File: config.mk
export PLATFORM = sky130hd
export DESIGN_NAME = sdram_arbiter
export DESIGN_NICKNAME = d
export VERILOG_FILES = /design/src/rtl/sdram_arb_pkg.sv /design/src/rtl/rr_arbiter2.sv /design/src/rtl/sdram_arbiter.sv
export SDC_FILE = /design/constraint.sdc
export NUM_CORES = 1
export LEC_CHECK = 0
export ABC_AREA = 1
export BUFFER_PORTS_ARGS = -buffer_cell sky130_fd_sc_hd__clkbuf_2
export CAP_MARGIN = 20
export CORE_MARGIN = 4
export CORE_UTILIZATION = 45
export CTS_BUF_LIST = sky130_fd_sc_hd__clkbuf_4 sky130_fd_sc_hd__clkbuf_8
export DETAILED_ROUTE_END_ITERATION = 16
export PLACE_DENSITY_LB_ADDON = 0.15
export SKIP_CTS_REPAIR_TIMING = 1
export SYNTH_ARGS = -nofsm -noshare
export SYNTH_HDL_FRONTEND = slang
export SYNTH_SLANG_ARGS = --single-unit
export TNS_END_PERCENT = 5
File: constraint.sdc
create_clock -name clk -period 3.73 [get_ports clk]
set_input_delay 0.373 -clock clk [delete_from_list [all_inputs] [get_ports clk]]
set_output_delay 0.373 -clock clk [all_outputs]
set_load 0.03 [all_outputs]
File: src/rtl/sdram_arb_pkg.sv
// Shared types and constants for the two-port SDRAM arbiter.
//   arb_state_t : arbiter FSM states
//   ARB_PORTS   : number of requester ports
//   OP_RD/OP_WR : encoding of the latched operation
package sdram_arb_pkg;

   typedef enum logic [1:0] {
      IDLE      = 2'd0,
      ISSUE     = 2'd1,
      WAIT_BUSY = 2'd2,
      WAIT_DONE = 2'd3
   } arb_state_t;

   localparam int unsigned ARB_PORTS = 2;

   localparam logic OP_RD = 1'b0;
   localparam logic OP_WR = 1'b1;

endpackage

File: src/rtl/rr_arbiter2.sv
// Combinational two-way round-robin winner selection.
//   req        : request vector, bit N = port N
//   last_grant : index of the port granted most recently
//   gnt_valid  : at least one port is requesting
//   gnt_idx    : index of the winning port (valid when gnt_valid)
module rr_arbiter2
   import sdram_arb_pkg::*;
(
   input  logic [ARB_PORTS-1:0] req,
   input  logic                 last_grant,
   output logic                 gnt_valid,
   output logic                 gnt_idx
);

   always_comb begin
      gnt_valid = |req;
      case (req)
         2'b01:   gnt_idx = 1'b0;
         2'b10:   gnt_idx = 1'b1;
         // Tie goes to the port that was not served last.
         2'b11:   gnt_idx = ~last_grant;
         default: gnt_idx = 1'b0;
      endcase
   end

endmodule

File: src/rtl/sdram_arbiter.sv
// Two-port round-robin arbiter in front of the sdram_controller host interface.
// Serialises single-word requests onto the wr_*/rd_*/busy handshake and routes
// each read result back to the issuing port.
//   clk, rst                  : controller clock, async active-high reset
//   reqN/weN/addrN/wdataN     : port N request (held until ackN)
//   ackN                      : one-cycle pulse, request issued to the controller
//   rvalidN, rdata            : one-cycle read-return pulse, shared read data
//   wr_addr/wr_data/wr_enable : controller write command
//   rd_addr/rd_enable         : controller read command
//   busy/rd_data/rd_ready     : controller status and read return
module sdram_arbiter
   import sdram_arb_pkg::*;
#(
   parameter int HADDR_WIDTH = 24,
   parameter int DATA_WIDTH  = 16
) (
   input  logic                   clk,
   input  logic                   rst,
   input  logic                   req0,
   input  logic                   req1,
   input  logic                   we0,
   input  logic                   we1,
   input  logic [HADDR_WIDTH-1:0] addr0,
   input  logic [HADDR_WIDTH-1:0] addr1,
   input  logic [DATA_WIDTH-1:0]  wdata0,
   input  logic [DATA_WIDTH-1:0]  wdata1,
   output logic                   ack0,
   output logic                   ack1,
   output logic                   rvalid0,
   output logic                   rvalid1,
   output logic [DATA_WIDTH-1:0]  rdata,
   output logic [HADDR_WIDTH-1:0] wr_addr,
   output logic [DATA_WIDTH-1:0]  wr_data,
   output logic                   wr_enable,
   output logic [HADDR_WIDTH-1:0] rd_addr,
   output logic                   rd_enable,
   input  logic                   busy,
   input  logic [DATA_WIDTH-1:0]  rd_data,
   input  logic                   rd_ready
);

   arb_state_t                 state_q, state_d;
   logic                       last_grant_q, last_grant_d;
   logic                       owner_q, owner_d;
   logic                       op_q, op_d;
   logic                       rd_done_q, rd_done_d;
   logic [HADDR_WIDTH-1:0]     wr_addr_q, wr_addr_d;
   logic [DATA_WIDTH-1:0]      wr_data_q, wr_data_d;
   logic [HADDR_WIDTH-1:0]     rd_addr_q, rd_addr_d;
   logic [DATA_WIDTH-1:0]      rdata_q, rdata_d;
   logic                       wr_enable_q, wr_enable_d;
   logic                       rd_enable_q, rd_enable_d;
   logic [ARB_PORTS-1:0]       ack_q, ack_d;
   logic [ARB_PORTS-1:0]       rvalid_q, rvalid_d;

   logic                       gnt_valid;
   logic                       gnt_idx;
   logic                       win_we;
   logic [HADDR_WIDTH-1:0]     win_addr;
   logic [DATA_WIDTH-1:0]      win_wdata;
   logic                       rd_take;

   rr_arbiter2 u_rr (
      .req        ({req1, req0}),
      .last_grant (last_grant_q),
      .gnt_valid  (gnt_valid),
      .gnt_idx    (gnt_idx)
   );

   assign win_we    = gnt_idx ? we1    : we0;
   assign win_addr  = gnt_idx ? addr1  : addr0;
   assign win_wdata = gnt_idx ? wdata1 : wdata0;

   // Only the first rd_ready of an outstanding read counts; stray ones are dropped.
   assign rd_take = ((state_q == WAIT_BUSY) || (state_q == WAIT_DONE)) &&
                    (op_q == OP_RD) && !rd_done_q && rd_ready;

   always_comb begin
      state_d      = state_q;
      last_grant_d = last_grant_q;
      owner_d      = owner_q;
      op_d         = op_q;
      rd_done_d    = rd_done_q;
      wr_addr_d    = wr_addr_q;
      wr_data_d    = wr_data_q;
      rd_addr_d    = rd_addr_q;
      rdata_d      = rdata_q;
      wr_enable_d  = 1'b0;
      rd_enable_d  = 1'b0;
      ack_d        = '0;
      rvalid_d     = '0;

      case (state_q)
         IDLE: begin
            // Command registers load on entry so ack and enable are high
            // throughout the single ISSUE cycle.
            if (!busy && gnt_valid) begin
               state_d          = ISSUE;
               owner_d          = gnt_idx;
               op_d             = win_we ? OP_WR : OP_RD;
               last_grant_d     = gnt_idx;
               rd_done_d        = 1'b0;
               ack_d[gnt_idx]   = 1'b1;
               if (win_we) begin
                  wr_addr_d   = win_addr;
                  wr_data_d   = win_wdata;
                  wr_enable_d = 1'b1;
               end else begin
                  rd_addr_d   = win_addr;
                  rd_enable_d = 1'b1;
               end
            end
         end
         ISSUE: begin
            state_d = WAIT_BUSY;
         end
         WAIT_BUSY: begin
            if (busy) begin
               state_d = WAIT_DONE;
            end
         end
         WAIT_DONE: begin
            // A read may not release before its data has been returned.
            if (!busy && ((op_q == OP_WR) || rd_done_q || rd_take)) begin
               state_d = IDLE;
            end
         end
         default: begin
            state_d = IDLE;
         end
      endcase

      if (rd_take) begin
         rdata_d           = rd_data;
         rvalid_d[owner_q] = 1'b1;
         rd_done_d         = 1'b1;
      end
   end

   always_ff @(posedge clk or posedge rst) begin
      if (rst) begin
         state_q      <= IDLE;
         last_grant_q <= 1'b1;
         owner_q      <= 1'b0;
         op_q         <= OP_RD;
         rd_done_q    <= 1'b0;
         wr_addr_q    <= '0;
         wr_data_q    <= '0;
         rd_addr_q    <= '0;
         rdata_q      <= '0;
         wr_enable_q  <= 1'b0;
         rd_enable_q  <= 1'b0;
         ack_q        <= '0;
         rvalid_q     <= '0;
      end else begin
         state_q      <= state_d;
         last_grant_q <= last_grant_d;
         owner_q      <= owner_d;
         op_q         <= op_d;
         rd_done_q    <= rd_done_d;
         wr_addr_q    <= wr_addr_d;
         wr_data_q    <= wr_data_d;
         rd_addr_q    <= rd_addr_d;
         rdata_q      <= rdata_d;
         wr_enable_q  <= wr_enable_d;
         rd_enable_q  <= rd_enable_d;
         ack_q        <= ack_d;
         rvalid_q     <= rvalid_d;
      end
   end

   assign ack0      = ack_q[0];
   assign ack1      = ack_q[1];
   assign rvalid0   = rvalid_q[0];
   assign rvalid1   = rvalid_q[1];
   assign rdata     = rdata_q;
   assign wr_addr   = wr_addr_q;
   assign wr_data   = wr_data_q;
   assign wr_enable = wr_enable_q;
   assign rd_addr   = rd_addr_q;
   assign rd_enable = rd_enable_q;

endmodule

==> impl_metrics.yaml, run 1 <==
outcome:
  status: "finished, final reports clean"
synthesis:
  syn_area_per_cell_um2: 7.811
  synth.area.top_cells: "dfrtp_1, nand2_1, o21ai_0, o21ai_1, inv_1"
  yosysWarnings: 0
  synth_top_area_share_pct: 55.22
  synth-seq-area-share_pct: 55.86
  netlist_instances: 528
  async_flop_share_pct: 100.0
  synth_seq_cells: 92
  synth_top_cell_by_area: "dfrtp_1"
  synth_edf_count: 0
  netlist_area_um2: 4124
  synth_cell_types: 23
  yosysMostFrequentCell: "nand2_1"
  synthTopCellsByCount: "nand2_1, dfrtp_1, inv_1"
  synth_fp_nets: 636
  synth-main-ff-cell: "dfrtp_1"
die:
  die_area_um2: 10760
  start_util_pct: 46.83
  ios: 190
  die_x_um: 103.7
  die_h_um: 103.7
  core_um2: 8806
  row_count: 34
critical_path:
  cpMostUsedCell: "nand2_1"
  worstPathCellList: "nand2_1, nand2_2, nand2_1, nand2_4, nand2_2, inv_2, nand2_1, nand2_1"
  worst-endpoint-arrival_ns: 2.94
  start_kind: "register"
  cp_slowest_stage_delay_ns: 0.56
  end_kind: "register"
  critPathRequiredTime_ns: 4.02
  critPathKind: "reg -> reg"
  cp_slowest_cell: "nand2_2"
  critical_path.max_fanout: 42
sta:
  tightest_slew_ns: 0.7668
  maxSlewHeadroom_pct: 48.70
  tns_ns: 0
  min_period_ns: 2.652
  fin_skew_ns: 0.01303
  fin_ws_ns: 1.078
  fmax_mhz: 377.1
  maxSlewViolCount: 0
  finalSetupViolations: 0
  post-route-period-util_pct: 71.09
  rsz0062_at_grt: "no"
  hold_viol: 0
final_layout:
  drive_gt1_share_pct: 31.42
  final_util_pct: 60.59
  nNetsFinal: 816
  regArea_um2: 2303
  multi_input_area_um2: 1590
  n_fill_cell: 853
  final_cells: 821
  synthToLayoutAreaGrowth_pct: 29.37
  antennaDiodeCount: 0
cts:
  clk_path_buf_depth: 2
  path_clk_slew_ns: 0.10
  cts.sinks: 92
  cts_root_buffer: "clkbuf_8"
  cts_max_level: 3
  tritoncts: "built"
  numCtsBuffers: 9
  clkLatencyLatePin_ns: 0.36
route:
  route.detailed.drc: 0
  via_count: 3827
  drt_iter0_drc: 139
  drtAntennaViolNets: 0
  firstDrtPassIters: 4
  drt-total-wl_mm: 10.92
  via_per_inst: 4.661
  drt-wirelength-per-cell_um: 13.30
power:
  seq_power_share_pct: 37.3
  combPwrFrac_pct: 47.7
  clkPwrFrac_pct: 15.1
  p_int_mw: 2.385
  power_density_nw_per_um2: 858.4
  sw_frac_of_total_pct: 47.92
  p_sw_mw: 2.194
  p_leak_nw: 3.287
  ir_worst_vdd_mv: 0.3098
  power_mw: 4.579
grt:
  gr-total-overflow: 0
  grt_pass1_wl_mm: 18.14
  grt_start_max_net_pins: 46
  first_global_vias: 3755
  antenna_found_initial: 0
  grt_usage_pct: 20.33
placement:
  hpwl_mm: 7.963
  io_buffers: 189
  dp_cells: 803
  gp_congestion: 0.7745
  place_worst_setup_slack_ns: 1.051
hold_path:
  min_path_type: "in -> reg"
flow_run:
  drv_cap: 0
[power by group through the flow]
stage / sequential (mW) / combinational, mW / clock [mW]
floorplan: 2.51 / 0.697 / 0
global placement: 1.71 / 2.15 / 0
detailed placement: 1.72 / 2.21 / 0
CTS: 1.71 / 2.21 / 0.711
global route: 1.75 / 2.39 / 0.750
finish: 1.71 / 2.18 / 0.690
[through the flow]
step | cell area, um^2 | hold WS (ns)
2_1_floorplan | 4124 | 0.4032
3_3_place_gp | 5104 | 0.2987
3_5_place_dp | 5104 | 0.2924
4_1_cts | 5310 | -0.09482
5_1_grt | 5335 | 0.2342
6_report | 5335 | 0.2387
[logic make-up after synthesis]
family | Yosys count | share of synthesized area, %
AO/OA/AOI/OAI | 45 | 5.795
buffers and inverters | 52 | 5.582
flip-flops | 92 | 55.86
adder cells (fa/ha/maj) | 4 | 1.214
AND/OR/NAND/NOR | 335 | 31.55
[state kept, by name, indices dropped and copies added (netlist names)]
signal        cells
owner_q           1
wr_enable         1
rd_done_q         1
rvalid_q          2
ack_q             2
last_grant_q      1
rd_enable         1
state_q           2
op_q              1
rd_addr          24
rdata            16
wr_data          16
wr_addr          24
[worst paths after layout]
path	startpoint	to	slack, ns	cells after the start
setup / recovery	last_grant_q	wr_addr[12]	1.08	8
hold / removal	rd_data[3]	rdata[3]	0.24	3
setup reg to reg	last_grant_q	wr_addr[12]	1.08	8
hold reg to reg	owner_q	rvalid_q[0]	0.44	1
max in group asynchronous	rst	wr_addr[7]	2.44	4
min in group asynchronous	rst	state_q[1]	0.47	3
[worst max-delay path: cells and delay by family (launching register included)]
family / cells / cell delay (ns)
simple gates: 7 / 1.49
flops: 1 / 0.54
buf+inv: 1 / 0.54
[routing by layer]
layer	global-route usage (%)	vias up	routed length, um
met5	0	-	0
met3	4.851	19	676
met2	33.79	135	5284
li1	-	1950	-
met1	26.09	1723	4763
met4	7.217	0	193
[layout make-up]
type / instances / area share, %
Tap cell: 108 / 2.533
Timing Repair Buffer: 195 / 18.76
Sequential cell: 92 / 43.18
Multi-Input combinational cell: 384 / 29.81
Clock inverter: 6 / 1.290
Clock buffer: 10 / 2.580
Inverter: 26 / 1.853
[cell usage in the layout, fill, tap and decap left out]
cell,synthesis,routed
nand2_1,322,322
clkbuf_2,1,189
dfrtp_1,91,91
o21ai_0,22,22
inv_1,23,22
o21ai_1,20,20
clkbuf_8,0,10
nor2_1,4,4
ha_1,4,4
buf_4,7,4
nand2_2,3,3
inv_2,3,3
inv_6,0,3
nand3_1,2,2
clkinv_2,0,2
o21ai_2,1,1
a21boi_0,1,1
nand2_4,1,1
nor2_4,1,1
o211ai_2,1,1
or2_2,1,1
nor2_8,1,1
clkinvlp_4,0,1
bufinv_16,0,1
dlygate4sd3_1,0,1
dfstp_2,1,1
buf_8,0,1
No activity file was read; power rests on OpenSTA's default activity.
==> inputs of run 2 (changes only) <==
==> constraint.sdc (replaced) <==
create_clock -name clk -period 2.6 [get_ports clk]
set_input_delay 0.26 -clock clk [delete_from_list [all_inputs] [get_ports clk]]
set_output_delay 0.26 -clock clk [all_outputs]
set_load 0.03 [all_outputs]
==> impl_metrics.yaml, run 2 (synthesis results as in run 1) <==
outcome:
  status: "finished, final reports clean"
die:
  core_um2: 8806
  die_area_um2: 10760
  start_util_pct: 46.83
  die_h_um: 103.7
  die_x_um: 103.7
  row_count: 34
  ios: 190
cts:
  path_clk_slew_ns: 0.09
  cts.sinks: 92
  clkLatencyLatePin_ns: 0.36
  numCtsBuffers: 9
  clk_path_buf_depth: 2
  tritoncts: "built"
  cts_max_level: 3
  cts_root_buffer: "clkbuf_8"
sta:
  fin_skew_ns: 0.01201
  rsz0062_at_grt: "no"
  hold_viol: 0
  min_period_ns: 2.212
  tns_ns: 0
  fmax_mhz: 452.1
  maxSlewHeadroom_pct: 46.43
  finalSetupViolations: 0
  maxSlewViolCount: 0
  post-route-period-util_pct: 85.08
  tightest_slew_ns: 0.8018
placement:
  io_buffers: 189
  gp_congestion: 0.8466
  dp_cells: 805
  hpwl_mm: 8.094
route:
  via_count: 3865
  drtAntennaViolNets: 0
  drt_iter0_drc: 124
  route.detailed.drc: 0
  drt-total-wl_mm: 10.88
  via_per_inst: 4.708
  firstDrtPassIters: 5
  drt-wirelength-per-cell_um: 13.25
power:
  ir_worst_vdd_mv: 0.5182
  power_density_nw_per_um2: 1231
  p_leak_nw: 3.295
critical_path:
  critical_path.max_fanout: 41
  cpMostUsedCell: "nand2_1"
  cp_slowest_cell: "dfstp_2"
  start_kind: "register"
  worstPathCellList: "nand2_1, nand2_2, nand2_1, nand2_4, nand2_2, inv_2, nand2_1, nand2_1"
  critPathKind: "reg -> reg"
  cp_slowest_stage_delay_ns: 0.54
  critPathRequiredTime_ns: 2.90
  end_kind: "register"
  worst-endpoint-arrival_ns: 2.51
  critPathBufInv: 1
  cp_top_family: "simple AND/OR/NAND/NOR gates"
grt:
  first_global_vias: 3708
  grt_pass1_wl_mm: 17.65
  grt_start_max_net_pins: 43
  grt_usage_pct: 19.92
  gr-total-overflow: 0
  antenna_found_initial: 0
flow_run:
  drv_cap: 0
final_layout:
  layout_common_cells: "nand2_1, clkbuf_2, dfrtp_1"
  nNetsFinal: 816
  final_cells: 821
  antennaDiodeCount: 0
  synthToLayoutAreaGrowth_pct: 29.73
  drive_gt1_share_pct: 31.56
  final_common_cell: "nand2_1"
hold_path:
  min_path_type: "in -> async"
==> run 2: changes by cell type in the layout (fill, tap and decap cells not counted), sizes merged <==
| cell | previous run | this run |
|---|---|---|
| clkbuf | 199 | 202 |
| buf | 5 | 6 |
| inv | 28 | 25 |
| dlygate4sd3 | 1 | 0 |
==> run 2: worst register-to-register path, stage by stage, from the launching register on <==
cell,delay (ns)
dfstp_2,0.54
nand2_1,0.06
nand2_2,0.24
nand2_1,0.15
nand2_4,0.30
nand2_2,0.12
inv_2,0.52
nand2_1,0.14
nand2_1,0.09
==> run 2: area by class of cell <==
cell class                 count  area, um^2
timing repair buffer         195        1003
clock buffer                  13       172.7
sequential                    92        2303
clock inverter                 3       43.79
multi-input combinational    384        1590
tap                          108       135.1
fill                         816        3456
inverter                      26       101.3
==> run 2: path summary, 6_finish.rpt <==
check	start	to	slack [ns]	cells after the start
max reg2reg	last_grant_q	wr_addr[18]	0.39	8
max	last_grant_q	wr_addr[18]	0.39	8
min in group clk	rd_data[4]	rdata[4]	0.14	3
max in group asynchronous	rst	wr_data[7]	1.76	3
min reg2reg	owner_q	rvalid_q[0]	0.44	1
min	rst	wr_addr[14]	0.03	2
==> run 2: power breakdown <==
group	internal [mW]	leakage, nW	switching (mW)
Clock	0.535	0.113	0.475
Sequential	2.08	1.16	0.384
Combinational	0.862	2.02	2.25
==> run 2: per-stage QoR <==
step           util, %  total power [mW]  instance area, um^2  worst slack [ns]  hold slack, ns
6_report         60.76             6.586                 5350            0.3879         0.02754
5_1_grt          60.76             7.037                 5350            0.1810          0.1084
4_1_cts          60.76             6.656                 5350            0.3673         0.05376
3_5_place_dp     58.30             5.640                 5134            0.3796          0.4329
3_3_place_gp     58.30             5.556                 5134            0.4775          0.4111
2_1_floorplan        -             4.605                 4128             1.131          0.4032
==> run 2: routing by layer <==
metal	part of all wire [%]	global-route usage, %
met1	44	25.81
met2	47	33.18
met3	6.9	4.042
met4	2.3	7.407
met5	0	0
==> inputs of run 3 (changes only) <==
--- a/config.mk
+++ b/config.mk
@@ -6,15 +6,16 @@
 export NUM_CORES = 1
 export LEC_CHECK = 0
 export ABC_AREA = 1
-export BUFFER_PORTS_ARGS = -buffer_cell sky130_fd_sc_hd__clkbuf_2
 export CAP_MARGIN = 20
 export CORE_MARGIN = 4
-export CORE_UTILIZATION = 45
+export CORE_UTILIZATION = 30
 export CTS_BUF_LIST = sky130_fd_sc_hd__clkbuf_4 sky130_fd_sc_hd__clkbuf_8
 export DETAILED_ROUTE_END_ITERATION = 16
+export DONT_BUFFER_PORTS = 1
 export PLACE_DENSITY_LB_ADDON = 0.15
 export SKIP_CTS_REPAIR_TIMING = 1
 export SYNTH_ARGS = -nofsm -noshare
 export SYNTH_HDL_FRONTEND = slang
+export SYNTH_HIERARCHICAL = 1
 export SYNTH_SLANG_ARGS = --single-unit
 export TNS_END_PERCENT = 5
==> impl_metrics.yaml, run 3 <==
critical_path:
  path_depth: 6
  cpMostUsedCell: "a21oi_4"
  cp_slowest_cell: "a21oi_4"
  critPathRequiredTime_ns: 2.85
  startpoint: "last_grant_q"
  timing.rr.end: "wr_addr[5]"
  ff2ff_setup_slack_ns: 0.70
  worstPathCellList: "a21oi_4, nand2_2, a21oi_4, buf_4, nand3_1, o21a_1"
  endpoint: "wr_addr[5]"
  r2r-start: "last_grant_q"
  end_kind: "register"
  critical_path.max_fanout: 38
  worst-endpoint-arrival_ns: 2.15
  start_kind: "register"
  critPathKind: "reg -> reg"
  r2r_cells: 6
  cp_slowest_stage_delay_ns: 0.42
  cp_top_family: "compound AO/OA/AOI/OAI gates"
  critPathBufInv: 1
die:
  row_count: 42
  die_h_um: 123.9
  ios: 190
  die_x_um: 123.9
  core_um2: 13190
  die_area_um2: 15340
  start_util_pct: 30.54
grt:
  grt_usage_pct: 12.94
  first_global_vias: 2734
  grt_pass1_wl_mm: 14.90
  antenna_found_initial: 0
  gr-total-overflow: 0
  grt_start_max_net_pins: 50
final_layout:
  layout_common_cells: "nand2_1, dfrtp_1, o21ai_0"
  synthToLayoutAreaGrowth_pct: 7.953
  antennaDiodeCount: 0
  final_cells: 617
  final_util_pct: 32.96
  regArea_um2: 2303
  multi_input_area_um2: 1473
  nNetsFinal: 544
  n_fill_cell: 1404
  drive_gt1_share_pct: 12.02
  final_common_cell: "nand2_1"
sta:
  tns_ns: 0
  rsz0062_at_grt: "no"
  post-route-period-util_pct: 73.04
  min_period_ns: 1.899
  fin_ws_ns: 0.7010
  fin_skew_ns: 0.01411
  fmax_mhz: 526.6
  tightest_slew_ns: 0.7257
  hold_viol: 0
  maxSlewHeadroom_pct: 51.55
  maxSlewViolCount: 0
  finalSetupViolations: 0
cts:
  cts_root_buffer: "clkbuf_8"
  numCtsBuffers: 9
  cts_max_level: 3
  clk_path_buf_depth: 2
  clkLatencyLatePin_ns: 0.37
  cts.sinks: 92
  path_clk_slew_ns: 0.08
  tritoncts: "built"
route:
  firstDrtPassIters: 4
  drtAntennaViolNets: 0
  drt-total-wl_mm: 10.03
  via_count: 2867
  via_per_inst: 4.647
  route.detailed.drc: 0
  drt-wirelength-per-cell_um: 16.25
  drt_iter0_drc: 146
power:
  sw_frac_of_total_pct: 49.36
  p_int_mw: 2.993
  p_leak_nw: 2.035
  combPwrFrac_pct: 19.8
  power_density_nw_per_um2: 1359
  ir_worst_vdd_mv: 0.5238
  seq_power_share_pct: 65.0
  power_mw: 5.909
  p_sw_mw: 2.917
  clkPwrFrac_pct: 15.2
synthesis:
  synth-seq-area-share_pct: 57.19
  netlist_area_um2: 4028
  synth_top_area_share_pct: 56.54
  synth-main-ff-cell: "dfrtp_1"
  synth_seq_cells: 92
  async_flop_share_pct: 100.0
  netlist_instances: 442
  synth_cell_types: 27
  syn_area_per_cell_um2: 9.112
  yosysMostFrequentCell: "nand2_1"
  synth_top_cell_by_area: "dfrtp_1"
  synth_fp_nets: 550
  yosysWarnings: 6
  synthTopCellsByCount: "nand2_1, dfrtp_1, o21ai_0"
  synth.area.top_cells: "dfrtp_1, nand2_1, o21ai_0, a31oi_1, nor2_1"
  synth_edf_count: 0
placement:
  gp_congestion: 0.7019
  hpwl_mm: 7.184
  dp_cells: 600
  place_worst_setup_slack_ns: 0.6915
  io_buffers: 0
hold_path:
  min_from: "rd_data[14]"
  min_path_type: "in -> reg"
outcome:
  status: "finished, final reports clean"
flow_run:
  drv_cap: 0
[run 3: changes by cell type after synthesis, moves of 12 or more]
cell / before / now
nand2_1: 322 / 138
nand3_1: 2 / 15
o21a_1: 0 / 13
nor2_1: 4 / 29
or2_2: 1 / 17
o21ai_0: 22 / 34
a31oi_1: 0 / 24
[run 3: logic make-up (layout without fill, tap and decap cells)]
logic type / count (synthesis) / in the layout / synth area share, %
simple gates: 205 / 205 / 21.53
compound gates: 92 / 92 / 13.51
buf+inv: 49 / 48 / 6.524
flops: 92 / 92 / 57.19
fa+ha+maj: 4 / 4 / 1.243
[run 3: worst register-to-register path, cell delays in order (launching register included)]
cell and delay, ns:
dfstp_2 0.39, a21oi_4 0.42, nand2_2 0.15, a21oi_4 0.16, buf_4 0.38, nand3_1 0.16
o21a_1 0.13
[run 3: stage by stage]
| stage | cell area [um^2] | hold slack (ns) |
|---|---|---|
| 2_1_floorplan | 4031 | 0.4032 |
| 3_3_place_gp | 4158 | 0.1792 |
| 3_5_place_dp | 4158 | 0.1773 |
| 4_1_cts | 4338 | -0.2479 |
| 5_1_grt | 4348 | 0.01669 |
| 6_report | 4348 | 0.03900 |
[run 3: final cells by class]
type	instances	share of cell area (%)
clock buffer	14	3.856
clock inverter	2	0.2878
inverter	24	2.216
multi-input combinational	301	33.87
sequential	92	52.98
tap	176	5.065
timing repair buffer	8	1.727
[run 3: worst min-delay path by stage]
| stage | endpoint | slack, ns | depth (start not counted) |
|---|---|---|---|
| after floorplan | rvalid_q[0] | 0.40 | 1 |
| after global placement | wr_addr[15] | 0.18 | 1 |
| after detailed placement | rd_addr[14] | 0.18 | 1 |
| after CTS | rd_addr[14] | -0.25 | 1 |
| after global routing | rdata[14] | 0.02 | 2 |
| final | rdata[14] | 0.04 | 2 |
[run 3: metal layers]
metal	share of wire [%]	routed length [um]	global-route usage, %	up-vias
li1	-	-	-	1425
met1	42	4177	15.78	1296
met2	44	4378	18.89	131
met3	13	1275	6.449	15
met4	1.9	194	6.436	0
met5	0	0	0	-
[run 3: power by group through the flow]
stage	combinational (mW)	sequential [mW]	clock, mW
global placement	1.15	3.90	0
floorplan	1.03	3.68	0
detailed placement	1.20	3.88	0
finish	1.17	3.84	0.900
global route	1.39	3.94	1.02
CTS	1.20	3.86	0.956
